$ cat src/rtl/sprite_compositor.sv
// sprite_compositor: composites NUM_SPR double-buffered sprites plus a
// game-over overlay into one palette index per pixel (3-cycle pipeline).
// Optional macro OVERLAY_BLINK_EN: blinks the overlay with a frame counter.
module sprite_compositor #(
   parameter int NUM_SPR    = 8,
   parameter int COORD_W    = 10,
   parameter int IDX_W      = 6,
   parameter int SPR_W      = 16,
   parameter int SPR_H      = 16,
   parameter int OVL_X      = 112,
   parameter int OVL_Y      = 120,
   parameter int OVL_W      = 32,
   parameter int OVL_H      = 16,
   parameter int BLINK_LOG2 = 5
) (
   input  logic                                Clk,
   input  logic                                Reset,
   input  logic                                pix_en,
   input  logic [COORD_W-1:0]                  DrawX,
   input  logic [COORD_W-1:0]                  DrawY,
   input  logic                                frame_start,
   input  logic                                attr_we,
   input  logic [$clog2(NUM_SPR)-1:0]          attr_sel,
   input  logic [COORD_W-1:0]                  attr_x,
   input  logic [COORD_W-1:0]                  attr_y,
   input  logic [1:0]                          attr_frame,
   input  logic                                attr_en,
   input  logic                                game_over,
   output logic [NUM_SPR*$clog2(SPR_W)-1:0]    spr_lx,
   output logic [NUM_SPR*$clog2(SPR_H)-1:0]    spr_ly,
   output logic [NUM_SPR*2-1:0]                spr_frame,
   output logic [$clog2(OVL_W)-1:0]            ovl_lx,
   output logic [$clog2(OVL_H)-1:0]            ovl_ly,
   input  logic [NUM_SPR*IDX_W-1:0]            spr_idx,
   input  logic [IDX_W-1:0]                    ovl_idx,
   output logic [IDX_W-1:0]                    pix_idx,
   output logic                                pix_valid
);

   localparam int SEL_W = $clog2(NUM_SPR);
   localparam int LX_W  = $clog2(SPR_W);
   localparam int LY_W  = $clog2(SPR_H);
   localparam int OLX_W = $clog2(OVL_W);
   localparam int OLY_W = $clog2(OVL_H);
   localparam int CW1   = COORD_W + 1;

   logic [NUM_SPR-1:0] hit1_vec;
   logic [NUM_SPR-1:0] hit2_reg;
   logic               valid1_reg, valid2_reg;
   logic               go1_reg, go2_reg;
   logic               ovl_hit1_reg, ovl_hit2_reg;
   logic               ovl_hit;
   logic               ovl_show;
   logic [OLX_W-1:0]   ovl_lx_reg;
   logic [OLY_W-1:0]   ovl_ly_reg;
   logic [IDX_W-1:0]   pix_idx_reg, pix_idx_next;
   logic               pix_valid_reg;

   // Per-channel attribute buffers and stage-1 hit test
   for (genvar gi = 0; gi < NUM_SPR; gi++) begin : g_ch
      logic [COORD_W-1:0] sh_x_reg, sh_y_reg, act_x_reg, act_y_reg;
      logic [1:0]         sh_fr_reg, act_fr_reg;
      logic               sh_en_reg, act_en_reg;
      logic               hit;
      logic [LX_W-1:0]    lx_reg;
      logic [LY_W-1:0]    ly_reg;
      logic [1:0]         fr_reg;
      logic               hit_reg;

      // Shadow takes writes; active copies the old shadow at frame start
      always_ff @(posedge Clk) begin
         if (Reset) begin
            sh_x_reg   <= '0;
            sh_y_reg   <= '0;
            sh_fr_reg  <= '0;
            sh_en_reg  <= 1'b0;
            act_x_reg  <= '0;
            act_y_reg  <= '0;
            act_fr_reg <= '0;
            act_en_reg <= 1'b0;
         end else begin
            if (attr_we && attr_sel == SEL_W'(gi)) begin
               sh_x_reg  <= attr_x;
               sh_y_reg  <= attr_y;
               sh_fr_reg <= attr_frame;
               sh_en_reg <= attr_en;
            end
            if (frame_start) begin
               act_x_reg  <= sh_x_reg;
               act_y_reg  <= sh_y_reg;
               act_fr_reg <= sh_fr_reg;
               act_en_reg <= sh_en_reg;
            end
         end
      end

      // Bounds compared one bit wider so a sprite at the edge clips rather than wraps
      assign hit = pix_en && act_en_reg
                && ({1'b0, DrawX} >= {1'b0, act_x_reg})
                && ({1'b0, DrawX} <  {1'b0, act_x_reg} + CW1'(SPR_W))
                && ({1'b0, DrawY} >= {1'b0, act_y_reg})
                && ({1'b0, DrawY} <  {1'b0, act_y_reg} + CW1'(SPR_H));

      // Stage 1: register hit and ROM address (zero address on a miss)
      always_ff @(posedge Clk) begin
         if (Reset) begin
            hit_reg <= 1'b0;
            lx_reg  <= '0;
            ly_reg  <= '0;
            fr_reg  <= '0;
         end else begin
            hit_reg <= hit;
            lx_reg  <= hit ? LX_W'(DrawX - act_x_reg) : '0;
            ly_reg  <= hit ? LY_W'(DrawY - act_y_reg) : '0;
            fr_reg  <= act_fr_reg;
         end
      end

      assign hit1_vec[gi]                   = hit_reg;
      assign spr_lx[gi*LX_W +: LX_W]        = lx_reg;
      assign spr_ly[gi*LY_W +: LY_W]        = ly_reg;
      assign spr_frame[gi*2 +: 2]           = fr_reg;
   end

`ifdef OVERLAY_BLINK_EN
   logic [BLINK_LOG2:0] blink_cnt_reg;

   // Frames spent in game-over; MSB selects the blank half of the blink
   always_ff @(posedge Clk) begin
      if (Reset || !game_over) begin
         blink_cnt_reg <= '0;
      end else if (frame_start) begin
         blink_cnt_reg <= blink_cnt_reg + 1'b1;
      end
   end

   assign ovl_show = ~blink_cnt_reg[BLINK_LOG2];
`else
   assign ovl_show = 1'b1;
`endif

   assign ovl_hit = pix_en && ovl_show
                 && ({1'b0, DrawX} >= CW1'(OVL_X))
                 && ({1'b0, DrawX} <  CW1'(OVL_X + OVL_W))
                 && ({1'b0, DrawY} >= CW1'(OVL_Y))
                 && ({1'b0, DrawY} <  CW1'(OVL_Y + OVL_H));

   // Stages 1 and 2: overlay address, pipe control bits delayed to meet ROM data
   always_ff @(posedge Clk) begin
      if (Reset) begin
         valid1_reg   <= 1'b0;
         go1_reg      <= 1'b0;
         ovl_hit1_reg <= 1'b0;
         ovl_lx_reg   <= '0;
         ovl_ly_reg   <= '0;
         valid2_reg   <= 1'b0;
         go2_reg      <= 1'b0;
         ovl_hit2_reg <= 1'b0;
         hit2_reg     <= '0;
      end else begin
         valid1_reg   <= pix_en;
         go1_reg      <= game_over;
         ovl_hit1_reg <= ovl_hit;
         ovl_lx_reg   <= ovl_hit ? OLX_W'(DrawX - COORD_W'(OVL_X)) : '0;
         ovl_ly_reg   <= ovl_hit ? OLY_W'(DrawY - COORD_W'(OVL_Y)) : '0;
         valid2_reg   <= valid1_reg;
         go2_reg      <= go1_reg;
         ovl_hit2_reg <= ovl_hit1_reg;
         hit2_reg     <= hit1_vec;
      end
   end

   // Priority pick: lowest channel with a hit and an opaque index wins
   always_comb begin
      pix_idx_next = '0;
      if (valid2_reg) begin
         if (go2_reg) begin
            if (ovl_hit2_reg) begin
               pix_idx_next = ovl_idx;
            end
         end else begin
            for (int i = NUM_SPR - 1; i >= 0; i--) begin
               if (hit2_reg[i] && spr_idx[i*IDX_W +: IDX_W] != '0) begin
                  pix_idx_next = spr_idx[i*IDX_W +: IDX_W];
               end
            end
         end
      end
   end

   // Stage 3: registered output
   always_ff @(posedge Clk) begin
      if (Reset) begin
         pix_idx_reg   <= '0;
         pix_valid_reg <= 1'b0;
      end else begin
         pix_idx_reg   <= pix_idx_next;
         pix_valid_reg <= valid2_reg;
      end
   end

   assign ovl_lx    = ovl_lx_reg;
   assign ovl_ly    = ovl_ly_reg;
   assign pix_idx   = pix_idx_reg;
   assign pix_valid = pix_valid_reg;

endmodule

$ cat config.mk
export PLATFORM = sky130hd
export DESIGN_NAME = sprite_compositor
export DESIGN_NICKNAME = d
export VERILOG_FILES = /design/src/rtl/sprite_compositor.sv
export SDC_FILE = /design/constraint.sdc
export NUM_CORES = 1
export LEC_CHECK = 0
export ABC_CLOCK_PERIOD_IN_PS = 6400
export CAP_MARGIN = 20
export CORE_ASPECT_RATIO = 1.2
export CORE_MARGIN = 10
export CORE_UTILIZATION = 45
export DETAILED_ROUTE_END_ITERATION = 16
export PLACE_DENSITY = 0.65
export SLEW_MARGIN = 20
export SYNTH_ARGS = -nofsm -noshare
export SYNTH_HDL_FRONTEND = slang
export SYNTH_SLANG_ARGS = --single-unit
export TNS_END_PERCENT = 5
$ cat constraint.sdc
create_clock -name Clk -period 6.4 [get_ports Clk]
set_clock_uncertainty 0.1 [all_clocks]
set_input_delay 0.96 -clock Clk [delete_from_list [all_inputs] [get_ports Clk]]
set_output_delay 0.96 -clock Clk [all_outputs]
set_load 0.1 [all_outputs]
# Word level (Yosys, flattened, before mapping)
# Index checks and enable logic that the tools add are counted.
dict set report op_classes {
  addsub 34
  magnitude_cmp 36
  n_eq_ne 7
  mux 10
  n_bitwise 10
  n_reduce_logical 79
}
# operator n
set ops {}
lappend ops {{adder 10 x 5 -> 11 bit (second input constant)} 16}
lappend ops {{less-than comparator 10 x 11 -> 1 bit} 16}
lappend ops {{>= comparator 10 bit} 16}
lappend ops {{subtractor 4 bit} 16}
lappend ops {{logical AND 1 bit} 60}
lappend ops {{two-way mux 6 bit} 10}
lappend ops {{nonzero test 6 bit} 8}
lappend ops {{>= comparator 10 x 7 -> 1 bit (second input constant)} 2}
lappend ops {{less-than comparator 10 x 8 -> 1 bit (second input constant)} 2}
lappend ops {{OR reduction 2 bit} 10}
lappend ops {{equality test 3 bit (second input constant)} 4}
lappend ops {{NOT 1 bit} 10}
lappend ops {{equality test 3 x 2 -> 1 bit (second input constant)} 2}
lappend ops {{subtractor 5 bit (second input constant)} 1}
lappend ops {{subtractor 4 bit (second input constant)} 1}
lappend ops {{equality test 3 x 1 -> 1 bit (second input constant)} 1}
lappend ops {{zero test 3 bit} 1}
dict set report totals {
  regBits 486
  inputBits 106
  out_inout_bits 96
  wordCells 283
}

# Longest topological paths before layout
dict set report logic_depth {
  word_depth 11
  mapped_depth 11
  mapped_depth_nobuf 10
}

# Worst setup path before layout
# Ideal clock, no wire load.
dict set report synth_path {
  path_kind {input-to-reg}
  start {in DrawY[0]}
  end {reg g_ch[3].ly_reg[3]}
  setup_ps 112
  arrival_ps 2892
  required_ps 6188
  slack_ps 3296
  cell_stages 9
  path_buffers 1
  path_cell_list {inv_1 ha_1 fa_1 a21boi_0 o211ai_1 a21o_1 a221o_1 clkbuf_1 a2111oi_1}
}
dict set report synth_via {
  elab_chain_cells 5
  elab_cells_between_ends 7
  classes_between {1 x add/sub; 2 x order compare; 1 x bitwise; 3 x reduce/logical}
}
# element line_no
set synth_rtl {}
lappend synth_rtl {{start: declaration} 20} ;# input logic [COORD_W-1:0] DrawY,
lappend synth_rtl {{>= comparator 10 bit} 101} ;# && ({1'b0, DrawY} >= {1'b0, act_y_reg})
lappend synth_rtl {{logical AND 1 bit} 101}
lappend synth_rtl {{logical AND 1 bit} 102} ;# && ({1'b0, DrawY} < {1'b0, act_y_reg} + CW1'(SPR_H));
lappend synth_rtl {{NOT 1 bit (no line)} -}
lappend synth_rtl {{OR reduction 2 bit (no line)} -}
lappend synth_rtl {{end signal: assignment} 114} ;# ly_reg <= hit ? LY_W'(DrawY - act_y_reg) : '0;
lappend synth_rtl {{end: declaration} 66} ;# logic [LY_W-1:0] ly_reg;
# Parallel ways exist; a longest one is shown, timed or not.
# A chain may end at the register's enable or synchronous reset.

# Worst setup path after layout
dict set report layout_path {
  start {in DrawY[1]}
  end {reg g_ch[7].ly_reg[3]}
}
dict set report layout_via {
  elab_chain_cells 5
  elab_cells_between_ends 7
  classes_between {1 x add/sub; 2 x order compare; 1 x bitwise; 3 x reduce/logical}
}
# element line_no
set layout_rtl {}
lappend layout_rtl {{>= comparator 10 bit} 101}
lappend layout_rtl {{logical AND 1 bit} 101}
lappend layout_rtl {{logical AND 1 bit} 102}
lappend layout_rtl {{NOT 1 bit (no line)} -}
lappend layout_rtl {{OR reduction 2 bit (no line)} -}
lappend layout_rtl {{end signal: assignment} 114}
lappend layout_rtl {{end: declaration} 66}
# Parallel ways exist; a longest one is shown, timed or not.

==> impl_summary.md <==
Layout
The net count of the finished layout is 3422. Of the cells placed in the final design, the portion with a size suffix greater than 1 is 4.41%. The growth of design area from synthesis to finish is 17.2%. The post-route cell area is between 20000 and 30000 um^2. Excluding fillers, the count of instances in the completed layout stands at 3779. The final core utilization is 53.2%.

The antenna diode count is 0.

Logic synthesis
The average instance in the mapped netlist occupies about 8.7 um^2. The portion of the post-synthesis area used by sequential elements is 39.1%. After Yosys synthesis, and, or, nand and nor cells account for between 15 and 20% of the synthesized area. The complex-gate fraction of the synthesized area is 13.1%.

After synthesis, the cell types taking the most area are sky130_fd_sc_hd__dfxtp_1 39%, sky130_fd_sc_hd__ha_1 14%, sky130_fd_sc_hd__mux2i_1 7.4%. The xor/xnor cell area share of the yosys netlist is 2.85%. The fraction of registers with async set or reset after synthesis is 0%. The instance count of the mapped netlist is ~2900. The number of library cell types mapped by synthesis is 77.

Summing every instance area after synthesis gives 24900 um^2. In the synthesized netlist the dominant register cell turns out to be sky130_fd_sc_hd__dfxtp_1. The number of nets in the synthesized netlist is 3266. The biggest area contributor in the post-synthesis netlist is sky130_fd_sc_hd__dfxtp_1. The multiplexer share of the synthesized area is 7.40%. The count of flip-flops with a built-in enable after synthesis is 0. Of the post-synthesis cell area, the dominant cell type holds 39.1%. After synthesis, the largest family of logic cells by area is simple AND/OR/NAND/NOR gates. Yosys printed 0 warnings. The flip-flop and latch count after synthesis is 486.

The post-synthesis adder-cell area fraction is 15.0%.

Pwr
The register share of total power is between 40% and 50%. In this run the power spent charging and discharging nets is roughly 1.7 mW. In this run the power density over the cells is 231 nW/um^2. In this run, the combinational gates consume 10.5% of the power. The relative contribution of the clock network to total power is 43.8%. IR analysis of the VDD net gives a maximum drop of 199 uV. The total design power is 6.75 mW. The internal power component is approximately 5.0 mW.

Net switching is 25.6% of the power. The leakage power total is 11.1 nW.

Timing
Setup total negative slack on the finished layout was measured at 0 ns. The clock period minus worst slack is 3.95 ns. The number of hold-slack violations in the final timing report was 0. The final-report max-slew violation count is 0. The worst max-slew margin expressed relative to the limit is between 20% and 30%. Setup repair after global routing left no endpoint under its margin.

Setup violations remaining at the end of the flow were counted as 0. The slew at the pin closest to its max-slew limit is 1.17 ns. The worst setup margin is about 2.5 ns. Timing would allow up to between 0.2 and 0.3 GHz.

The worst hold slack is 0.334 ns. The post-route clock period utilization is 61.7%.

Run
Max-cap violations in this run came to 0.

Placement
The total placed cells including tap cells is 3695. The number of buffers added on ports is 201. The worst slack at placement is 1.84 ns. The final estimated routing congestion in global placement is 0.926. After detailed placement, the total cell area comes to about 28000 um^2. The wire-length estimate of the detail-placed layout is around 55000 um.

Clock network
The tree is rooted in a sky130_fd_sc_hd__clkbuf_16. The clock tree from TritonCTS is built. For this design, the CTS-stage hold fixing added 0 buffers.

The total clock sinks is a little under 500. CTS built an H-tree with a depth of 2. The count of instances resized after the clock tree is built is 0. Buffers added to address setup during post-CTS repair amount to 0. The number of buffers created by CTS is 50.

After clock tree synthesis, the clock-pin slew on the worst setup and hold paths is 0.06 ns. The maximum buffer depth of the clock tree is 3. The clock latency at the later pin of the worst-skew pair is 0.61 ns.

GRT
The initial antenna violation count is 2. The pin count of the biggest net entering global routing is 120. The first global-routing pass estimated 122000 um of wire.

The total grt overflow is 0. The via count of the first global-routing pass is 20500. The overall fraction of global-route tracks in use is 23.8%.

Setup path
The data required time at the worst endpoint is 6.82 ns. The largest fanout on the critical path is 10. The classification of the worst setup path is primary input to flop. The slowest cell on the critical path is sky130_fd_sc_hd__fa_1. The kind of start point of the critical path is a primary input. Traced cell by cell, the critical path runs through clkdlybuf4s50_1, buf_4, inv_1, fa_1, a21boi_0, o21ai_0, a21oi_1, a221oi_1, nand4_1, a211oi_1. For the worst setup path, the data arrival time is 4.36 ns. The peak per-stage delay on the critical path is ~0.62 ns.

The flop-to-flop setup slack is 3.36 ns. The critical path endpoint category is a flop.

Routing
The number of DRC violations after detailed-routing iteration 0 is 1526. The first-pass iteration count of the detailed router is 5. The sum of routed wire length over all layers is ~80000 um.

The number of nets still failing antenna checks after routing is 0. Dividing the detail-routed wire length by the instance count gives 21.3 um. The via density per instance is around 5.6.

The total vias in the final route is about 21000. The DRC violation count after routing is 0.

Die
The total number of placement rows is 94. The floorplan step defined a core boundary enclosing 54800 um^2. The floorplan die width is 235 um. The full die area is between 60000 and 70000 um^2.

The die height is 278 um. Pin placement for this block handled 202 I/O pins. For this configuration, the core starts out at a cell density of 45.4%.

Min path
The type of the tightest min-delay check is flop to flop.

Run status
The run finished with clean final reports.
cells in the final DEF (no fill, tap or decap), drive strengths merged, types with 36 or more instances in the layout:
| cell | Yosys | layout |
|---|---|---|
| dfxtp | 486 | 486 |
| nand2 | 441 | 441 |
| ha | 272 | 272 |
| nor2 | 253 | 253 |
| a21oi | 244 | 244 |
| inv | 207 | 209 |
| clkdlybuf4s50 | 0 | 195 |
| mux2i | 184 | 184 |
| o21ai | 74 | 74 |
| xnor2 | 73 | 73 |
| nand3 | 66 | 66 |
| nor3 | 59 | 59 |
| clkbuf | 108 | 59 |
| nor2b | 58 | 58 |
| buf | 19 | 36 |
layer usage:
layer | vias to the layer above | global-route usage [%] | wire length [um]
met5 | - | 0 | 0
met4 | 0 | 9.21 | 3150
met3 | 146 | 3.47 | 4920
met2 | 645 | 40.5 | 38100
met1 | 10100 | 29.6 | 34400
li1 | 10100 | - | -
worst paths after layout:
path                        start  cells after the start                 to
max                      DrawY[1]                     10  g_ch[7].ly_reg[3]
min                    valid1_reg                      1         valid2_reg
max reg2reg  g_ch[5].act_y_reg[4]                      8  g_ch[5].ly_reg[3]
min reg2reg            valid1_reg                      1         valid2_reg
cell families (layout without fill, tap and decap cells):
kind of cell             after synthesis  after routing
AO/OA/AOI/OAI                        520            520
AND/OR/NAND/NOR                      978            978
flip-flops                           486            486
buffers and inverters                335            522
adder cells (fa/ha/maj)              288            288
XOR/XNOR                              81             81
multiplexers                         184            184
power by group through the flow:
stage	registers, mW	clock network (mW)	logic [mW]
4_1_cts	3.09	3.01	0.701
6_report	3.09	2.96	0.705
3_5_place_dp	3.15	0	0.695
3_3_place_gp	3.15	0	0.683
5_1_grt	3.09	3.14	0.766
2_1_floorplan	3.15	0	0.393
layout make-up:
cell class	instances	area, um^2
fillers	5120	25700
multi-input cells	2051	13900
flip-flops and latches	486	9730
repair buffers	231	2230
clock buffers	59	1350
well taps	720	901
inverters	208	781
clock inverters	24	275
critical path: cells and delay by family:
family / cells / cell delay (ns)
AO/OA/AOI/OAI: 5 / 1.06
adder cells (fa/ha/maj): 1 / 0.62
AND/OR/NAND/NOR: 1 / 0.36
buffers and inverters: 3 / 1.31
cells in the mapped netlist, types with 16 or more instances:
cell,number
sky130_fd_sc_hd__a211oi_1,16
sky130_fd_sc_hd__a21o_1,18
sky130_fd_sc_hd__a21oi_1,243
sky130_fd_sc_hd__buf_1,16
sky130_fd_sc_hd__clkbuf_1,85
sky130_fd_sc_hd__clkbuf_2,23
sky130_fd_sc_hd__dfxtp_1,486
sky130_fd_sc_hd__fa_1,16
sky130_fd_sc_hd__ha_1,272
sky130_fd_sc_hd__inv_1,207
sky130_fd_sc_hd__mux2i_1,184
sky130_fd_sc_hd__nand2_1,441
sky130_fd_sc_hd__nand2b_1,17
sky130_fd_sc_hd__nand3_1,66
sky130_fd_sc_hd__nor2_1,253
sky130_fd_sc_hd__nor2b_1,58
sky130_fd_sc_hd__nor3_1,58
sky130_fd_sc_hd__o2111ai_1,17
sky130_fd_sc_hd__o211ai_1,18
sky130_fd_sc_hd__o21a_1,29
sky130_fd_sc_hd__o21ai_0,74
sky130_fd_sc_hd__xnor2_1,73
Note: power is estimated with default switching activity, not from simulation.
